`config.mk`:
```
export PLATFORM = sky130hd
export DESIGN_NAME = writeback_controller
export DESIGN_NICKNAME = d
export VERILOG_FILES = /design/src/rtl/writeback_controller.sv
export SDC_FILE = /design/constraint.sdc
export NUM_CORES = 1
export LEC_CHECK = 0
export CORE_UTILIZATION = 50
export DETAILED_ROUTE_END_ITERATION = 10
export DONT_BUFFER_PORTS = 1
export PLACE_DENSITY_LB_ADDON = 0.25
export SYNTH_ARGS = -nofsm -noshare
export SYNTH_HDL_FRONTEND = slang
export SYNTH_SLANG_ARGS = --single-unit
```
`constraint.sdc`:
```
create_clock -name clk -period 6.5 [get_ports clk]
set_input_delay 1.3 -clock clk [delete_from_list [all_inputs] [get_ports clk]]
set_output_delay 1.3 -clock clk [all_outputs]
set_load 0.005 [all_outputs]
```
`src/rtl/writeback_controller.sv`:
```
// Dirty-line writeback: streams a captured 128-bit block as a 4-beat word burst.
// Optional WB_PENDING_QUEUE_EN adds a one-deep pending request and o_pending.
module writeback_controller #(
    parameter int ADDR_BITS = 12
) (
    input  logic                 clk,
    input  logic                 rst,
    input  logic                 i_wb_en,
    input  logic [ADDR_BITS-5:0] i_base_addr,
    input  logic [127:0]         i_data_block,
    input  logic                 ready_mm,
    output logic                 o_wr_en,
    output logic [ADDR_BITS-3:0] o_addr_to_mem,
    output logic [31:0]          o_data_to_mem,
    output logic                 o_busy,
    output logic                 o_done,
`ifdef WB_PENDING_QUEUE_EN
    output logic                 o_pending,
`endif
    output logic [2:0]           counter_probe
);

    typedef enum logic [1:0] {
        S_IDLE,
        S_WRITE,
        S_DONE
    } state_e;

    state_e               state_q, state_d;
    logic [1:0]           cnt_q, cnt_d;
    logic [ADDR_BITS-5:0] base_q, base_d;
    logic [127:0]         blk_q, blk_d;
    logic [31:0]          word;

`ifdef WB_PENDING_QUEUE_EN
    logic                 pv_q, pv_d;
    logic [ADDR_BITS-5:0] pbase_q, pbase_d;
    logic [127:0]         pblk_q, pblk_d;
`endif

    always_comb begin
        state_d = state_q;
        cnt_d   = cnt_q;
        base_d  = base_q;
        blk_d   = blk_q;
`ifdef WB_PENDING_QUEUE_EN
        pv_d    = pv_q;
        pbase_d = pbase_q;
        pblk_d  = pblk_q;
`endif
        unique case (state_q)
            S_IDLE: begin
                if (i_wb_en) begin
                    state_d = S_WRITE;
                    cnt_d   = 2'd0;
                    base_d  = i_base_addr;
                    blk_d   = i_data_block;
                end
            end
            S_WRITE: begin
                if (ready_mm) begin
                    cnt_d = cnt_q + 2'd1;
                    if (cnt_q == 2'd3) state_d = S_DONE;
                end
            end
            S_DONE: begin
                state_d = S_IDLE;
`ifdef WB_PENDING_QUEUE_EN
                // Back-to-back eviction: skip IDLE when a request is queued
                if (pv_q) begin
                    state_d = S_WRITE;
                    cnt_d   = 2'd0;
                    base_d  = pbase_q;
                    blk_d   = pblk_q;
                    pv_d    = 1'b0;
                end
`endif
            end
            default: state_d = S_IDLE;
        endcase
`ifdef WB_PENDING_QUEUE_EN
        if (state_q != S_IDLE && i_wb_en && !pv_q) begin
            pv_d    = 1'b1;
            pbase_d = i_base_addr;
            pblk_d  = i_data_block;
        end
`endif
    end

    always_ff @(posedge clk or posedge rst) begin
        if (rst) begin
            state_q <= S_IDLE;
            cnt_q   <= 2'd0;
            base_q  <= '0;
            blk_q   <= '0;
        end else begin
            state_q <= state_d;
            cnt_q   <= cnt_d;
            base_q  <= base_d;
            blk_q   <= blk_d;
        end
    end

`ifdef WB_PENDING_QUEUE_EN
    always_ff @(posedge clk or posedge rst) begin
        if (rst) begin
            pv_q    <= 1'b0;
            pbase_q <= '0;
            pblk_q  <= '0;
        end else begin
            pv_q    <= pv_d;
            pbase_q <= pbase_d;
            pblk_q  <= pblk_d;
        end
    end

    assign o_pending = pv_q;
`endif

    // Word 0 sits in the most significant lane, matching the refill packing
    always_comb begin
        word = blk_q[127:96];
        unique case (cnt_q)
            2'd0: word = blk_q[127:96];
            2'd1: word = blk_q[95:64];
            2'd2: word = blk_q[63:32];
            2'd3: word = blk_q[31:0];
            default: word = blk_q[127:96];
        endcase
    end

    assign o_wr_en       = (state_q == S_WRITE);
    assign o_done        = (state_q == S_DONE);
    assign o_busy        = o_wr_en | o_done;
    assign o_addr_to_mem = o_wr_en ? {base_q, cnt_q} : '0;
    assign o_data_to_mem = o_wr_en ? word : '0;
    assign counter_probe = {o_wr_en, cnt_q};

endmodule

```
# [Word level (Yosys, flattened, before mapping)]
# Cells that the tools add are included.
[word_totals] ff_bits=140 input_bits=140 output_inout_bits=48
[op_classes] addsub=1 n_eq_ne=8 mux=10 bitwise=1 reduce_logical=6
[ops] cell="32-bit one-hot mux with 4 select lines" n=1
[ops] cell="32-bit two-way mux" n=1
[ops] cell="10-bit two-way mux" n=1
[ops] cell="2-bit two-way mux" n=5
[ops] cell="2-bit one-hot mux with 2 select lines" n=2
[ops] cell="2-bit equality test (second input constant)" n=3
[ops] cell="3-bit AND reduction" n=2
[ops] cell="2-bit by 1-bit equality test with 1-bit output (second input constant)" n=2
[ops] cell="2-bit logical NOT" n=2
[ops] cell="2-bit inequality test (second input constant)" n=2
[ops] cell="2-bit by 1-bit adder with 2-bit output (second input constant)" n=1
[ops] cell="2-bit by 1-bit inequality test with 1-bit output (second input constant)" n=1
[ops] cell="2-bit AND reduction" n=1
[ops] cell="2-bit nonzero test" n=1
[ops] cell="1-bit OR" n=1

# [Longest topological paths before layout]
[depth] word_depth=4 ltp_mapped=6 ltp_nobuf=5

# [Least setup slack after synthesis]
# OpenSTA, ideal clock, no wires.
[synth_path] path_type="register to output" start="reg cnt_q[0]" end="out o_data_to_mem[10]" arrival_ns=1.372 required_ns=5.200 slack_ns=3.828 path_stages_with_launch=6 path_buffers=1 cell_sequence="dfrtp_1 -> inv_1 -> ha_1 -> clkbuf_1 -> a222oi_1 -> a21oi_1"
[synth_between] elab_chain_cells=3 elab_cells_between_ends=6 classes_between="eq/ne (3); mux (2); reduce/logical (1)"
[synth_lines] item="start, declared" line_no="30" rtl="logic [1:0] cnt_q, cnt_d;"
[synth_lines] item="start signal, assigned" line_no="98" rtl="cnt_q <= cnt_d;"
[synth_lines] item="2-bit equality test (tied with other cells)" line_no="123" rtl="unique case (cnt_q)"
[synth_lines] item="32-bit one-hot mux with 4 select lines (*)" line_no="123"
[synth_lines] item="32-bit two-way mux (*)" line_no="136" rtl="assign o_data_to_mem = o_wr_en ? word : '0;"
[synth_lines] item="end, declared" line_no="14" rtl="output logic [31:0] o_data_to_mem,"
# Every way passes the cells marked *; elsewhere a longest branch is shown, timed or not.

# [Worst setup path after layout]
[layout_path] start="reg cnt_q[0]" end="out o_data_to_mem[16]"
# The elaborated chain is that of the path after synthesis.

==> results.md <==
- The flow ran to the end, and the final reports show no timing, DRC or antenna violations.
- The share of the synthesized area in the top cell type is around 55%.
- Dividing the final minimum period by the clock period gives between 50 and 60%.
- The synthesized netlist contains 25 unique library cells.
- The layout cell share with drive strength beyond 1 is approximately 39%.
- Max-cap violations in this run came to 0.
- The analysis attributes to cell leakage a power of 3.06 nW.
- From bottom edge to top edge, the die measures approximately 110 um.
- The worst min-delay path class is reg -> reg.
- For this run, global-route usage on met2 was measured as around a third.
- The launch point of the worst reg-to-reg path is state_q[0]$_DFFE_PP0P_.
- The data required time of the critical path is between 5 and 6 ns.
- The post-synth net total is about 600.
- Of the synthesized area, sequential elements account for around 55%.
- The largest single stage delay on the critical path is slightly above 0.7 ns.
- The transition time at the pin with the least slew margin is 1.17 ns.
- The tightest hold path in the finished design has a slack of roughly 0.5 ns.
- Setup repair after global routing left no endpoint under its margin.
- The count of hold buffers inserted by post-cts repair is 0.
- The die footprint is around 0.013 sq mm.
- The number of nets in the layout is 586.
- Summed over all instances, the cell type with the most area after synthesis is sky130_fd_sc_hd__dfrtp_1.
- The endpoint of the most critical setup path is o_data_to_mem[16].
- The flop-to-flop setup slack is 4.18 ns.
- The reg-to-reg endpoint is blk_q[49]$_DFFE_PP0P_.
- The length in cells of the worst reg-to-reg path is 4.
- The clock sink count is 140.
- The power per unit of standard cell area is about 580 mW/mm^2.
- In the final routed layout, each cell accounts on average for around 22 um.
- The number of H-tree levels is 4.
- For this run, the top clock speed supported by timing is approximately 0.26 GHz.
- The total DRC errors in the routed layout is 0.
- The clock tree root buffer cell is sky130_fd_sc_hd__clkbuf_16.
- The count of input and output buffers is 0.
- The weighted congestion at the end of routability-driven global placement is between 0.7 and 0.8.
- In this run the post-CTS setup repair buffer count came out at 0.
- The later pin in the worst-skew pair is clocked with a latency of a little over 0.4 ns.
- Once the floorplan was initialized, standard cells occupied between 50% and 60% of the core.
- The floorplan step set the die width to between 100 and 150 um.
- Yosys printed 0 warnings.
- After the first detailed-routing iteration, the DRC count stood at 404.
- The aggregate negative setup slack is 0 ns.
- The startpoint class of the critical path is a register.
- The worst relative slew slack is 22.0%.
- The critical path is of the reg -> out type.
- The worst supply voltage drop on vdd is 374 uV.
- The maximum fanout encountered on the critical timing path is 64.
- The number of global-route vias before repair was between 4000 and 5000.
- The clock-pin transition on the worst setup and hold timing paths is approximately 0.06 ns.
- The start point of the critical path is cnt_q[0]$_DFFE_PP0P_.
- The number of iterations in the first detailed-routing pass is 6.
- The routed layout has around 3800 vias.
- The synthesized netlist occupies a cell area of ~0.0063 sq mm.
- The area added between synthesis and finish is 12.0%.
- Summing all multi-input logic gate instances after layout gives 0.00261 sq mm.
- The arrival time of data at the critical path endpoint is about 2.5 ns.
- The post-DP HPWL is around 8.6 mm.
- The met1 track demand over resource in global routing is a little over a quarter.
- By area the synthesized netlist is led by sky130_fd_sc_hd__dfrtp_1, sky130_fd_sc_hd__mux2_2, sky130_fd_sc_hd__mux2_4.
- Using the TritonRoute via totals, the vias-per-cell ratio works out to 6.18.
- The overall routing resource usage is 22.4%.
- The number of clock buffers added by TritonCTS is 17.
- The total of cells resized after clock tree synthesis is 0.
- Fill cells in the final layout number just under 1000.
- The routed design could run at a clock period as short as between 3 and 4 ns.
- Walking the worst path, the cells encountered are inv_1, ha_1, inv_2, o21ai_0, a21oi_1.
- The endpoint class of the critical path is a primary output.
- The design draws 4.10 mW.
- The total core area is around 0.012 sq mm.
- For this run, global-route usage on met3 was measured as between 9 and 10%.
- TritonCTS built the clock tree.
- The max-slew violation total from the final report was 0.
- The mean area per synthesized cell is between 10 and 15 sq um.
- The sequential cell area is around 0.0035 sq mm.
- The busiest layer in global routing is met2.
- The flop and latch count out of synthesis is 140.
- Setup violations remaining at the end of the flow were counted as 0.
- The first-pass GRT wire length is approximately 22 mm.
- The total length of routed wires is roughly 14 mm.
- The leftover overflow at the end of global routing is 0.
- The standard cell with the maximum stage delay on the critical path is sky130_fd_sc_hd__inv_2.
- Across the routed clock network, the largest skew measured is ~0.0074 ns.
- The number of nets with antenna violations after detailed routing is 0.
- The maximum number of buffers from clock root to sink is 2.
- 188 I/O pins were placed.
- The total count of hold-check failures in the final report came to 0.
- The cell count after synthesis came out at roughly 450.
- The row count is 40.
- Entering global routing, the biggest net connects roughly 140 pins.
- The initial antenna violation count is 1.
## layout by cell type (no fill, tap or decap), drive strengths merged, types with 6 or more instances in the layout
cell / n
ha: 8
mux2: 137
dfrtp: 140
and2: 9
a222oi: 32
bufinv: 6
inv: 8
o21ai: 33
clkbuf: 22
a21oi: 35
## logic make-up (layout without fill, tap and decap cells)
group	Yosys count	in the layout	share of synthesized area, %
DFF	140	140	55.5
muxes	137	137	26.8
AOI/OAI and AO/OA	104	104	11.0
buffers and inverters	44	44	3.49
and+or+nand+nor	18	18	1.70
adders and majority gates	8	8	1.58
other	0	1	0
## how the worst min path moves through the flow
| stage | startpoint | endpoint | slack, ns | cells past startpoint |
|---|---|---|---|---|
| floorplan | base_q[0]$_DFFE_PP0P_ | base_q[0]$_DFFE_PP0P_ | 0.47 | 1 |
| global placement | base_q[2]$_DFFE_PP0P_ | base_q[2]$_DFFE_PP0P_ | 0.48 | 1 |
| detailed placement | blk_q[125]$_DFFE_PP0P_ | blk_q[125]$_DFFE_PP0P_ | 0.49 | 1 |
| CTS | blk_q[125]$_DFFE_PP0P_ | blk_q[125]$_DFFE_PP0P_ | 0.50 | 1 |
| global route | base_q[1]$_DFFE_PP0P_ | base_q[1]$_DFFE_PP0P_ | 0.52 | 1 |
| finish | blk_q[125]$_DFFE_PP0P_ | blk_q[125]$_DFFE_PP0P_ | 0.50 | 1 |
## power breakdown
group	total [mW]	switching (mW)	internal, mW	leakage (nW)
Sequential	1.56	0.236	1.32	1.65
Combinational	1.42	0.685	0.738	1.08
Clock	1.12	0.366	0.752	0.331
## metrics by stage
step                worst slack (ns)  util, %  cells  cell area [sq um]
detailed placement              3.17     52.5    587               6390
global placement                3.33     52.5    587               6390
finish                          2.67     58.2    620               7080
global route                    2.49     58.2    620               7080
CTS                             2.68     58.2    619               7070
floorplan                       1.45        -    451               6320
## critical path, delay by kind of cell (launching register included)
family,cells,cell delay (ns)
AO/OA/AOI/OAI,2,0.58
adder cells (fa/ha/maj),1,0.22
buffers and inverters,2,0.81
flip-flops,1,0.47
## cells in the mapped netlist
cell                       count
sky130_fd_sc_hd__dfrtp_1     140
sky130_fd_sc_hd__mux2_2       97
sky130_fd_sc_hd__mux2_4       40
sky130_fd_sc_hd__a21oi_1      35
sky130_fd_sc_hd__o21ai_0      33
sky130_fd_sc_hd__a222oi_1     32
sky130_fd_sc_hd__clkbuf_1     19
sky130_fd_sc_hd__buf_2        11
sky130_fd_sc_hd__and2_1        9
sky130_fd_sc_hd__ha_1          8
sky130_fd_sc_hd__inv_1         7
sky130_fd_sc_hd__buf_6         5
sky130_fd_sc_hd__nand2_1       2
sky130_fd_sc_hd__o21a_1        2
sky130_fd_sc_hd__buf_4         1
sky130_fd_sc_hd__clkinv_1      1
sky130_fd_sc_hd__nand2_2       1
sky130_fd_sc_hd__nand3_1       1
sky130_fd_sc_hd__nand3b_1      1
sky130_fd_sc_hd__nand4_1       1
sky130_fd_sc_hd__nor2_1        1
sky130_fd_sc_hd__nor2b_1       1
sky130_fd_sc_hd__o221ai_1      1
sky130_fd_sc_hd__o311ai_0      1
sky130_fd_sc_hd__or3b_2        1
## routing by layer
metal / routed length [um] / vias up
li1: - / 1666
met1: 5600 / 1977
met5: 0 / -
met2: 6830 / 174
met3: 1260 / 17
met4: 240 / 0
## registers in the layout, summed over array words and instances (netlist names)
register / flops
base_q: 8
blk_q: 128
cnt_q: 2
state_q: 2
## layout make-up
class	instances	area share [%]
Clock buffer	22	6.70
Inverter	8	0.495
Clock inverter	10	2.97
Multi-Input combinational cell	267	36.9
Tap cell	168	2.97
Antenna cell	1	0.0354
Timing Repair Buffer	4	0.424
Sequential cell	140	49.5
No activity file was read; power rests on OpenSTA's default activity.
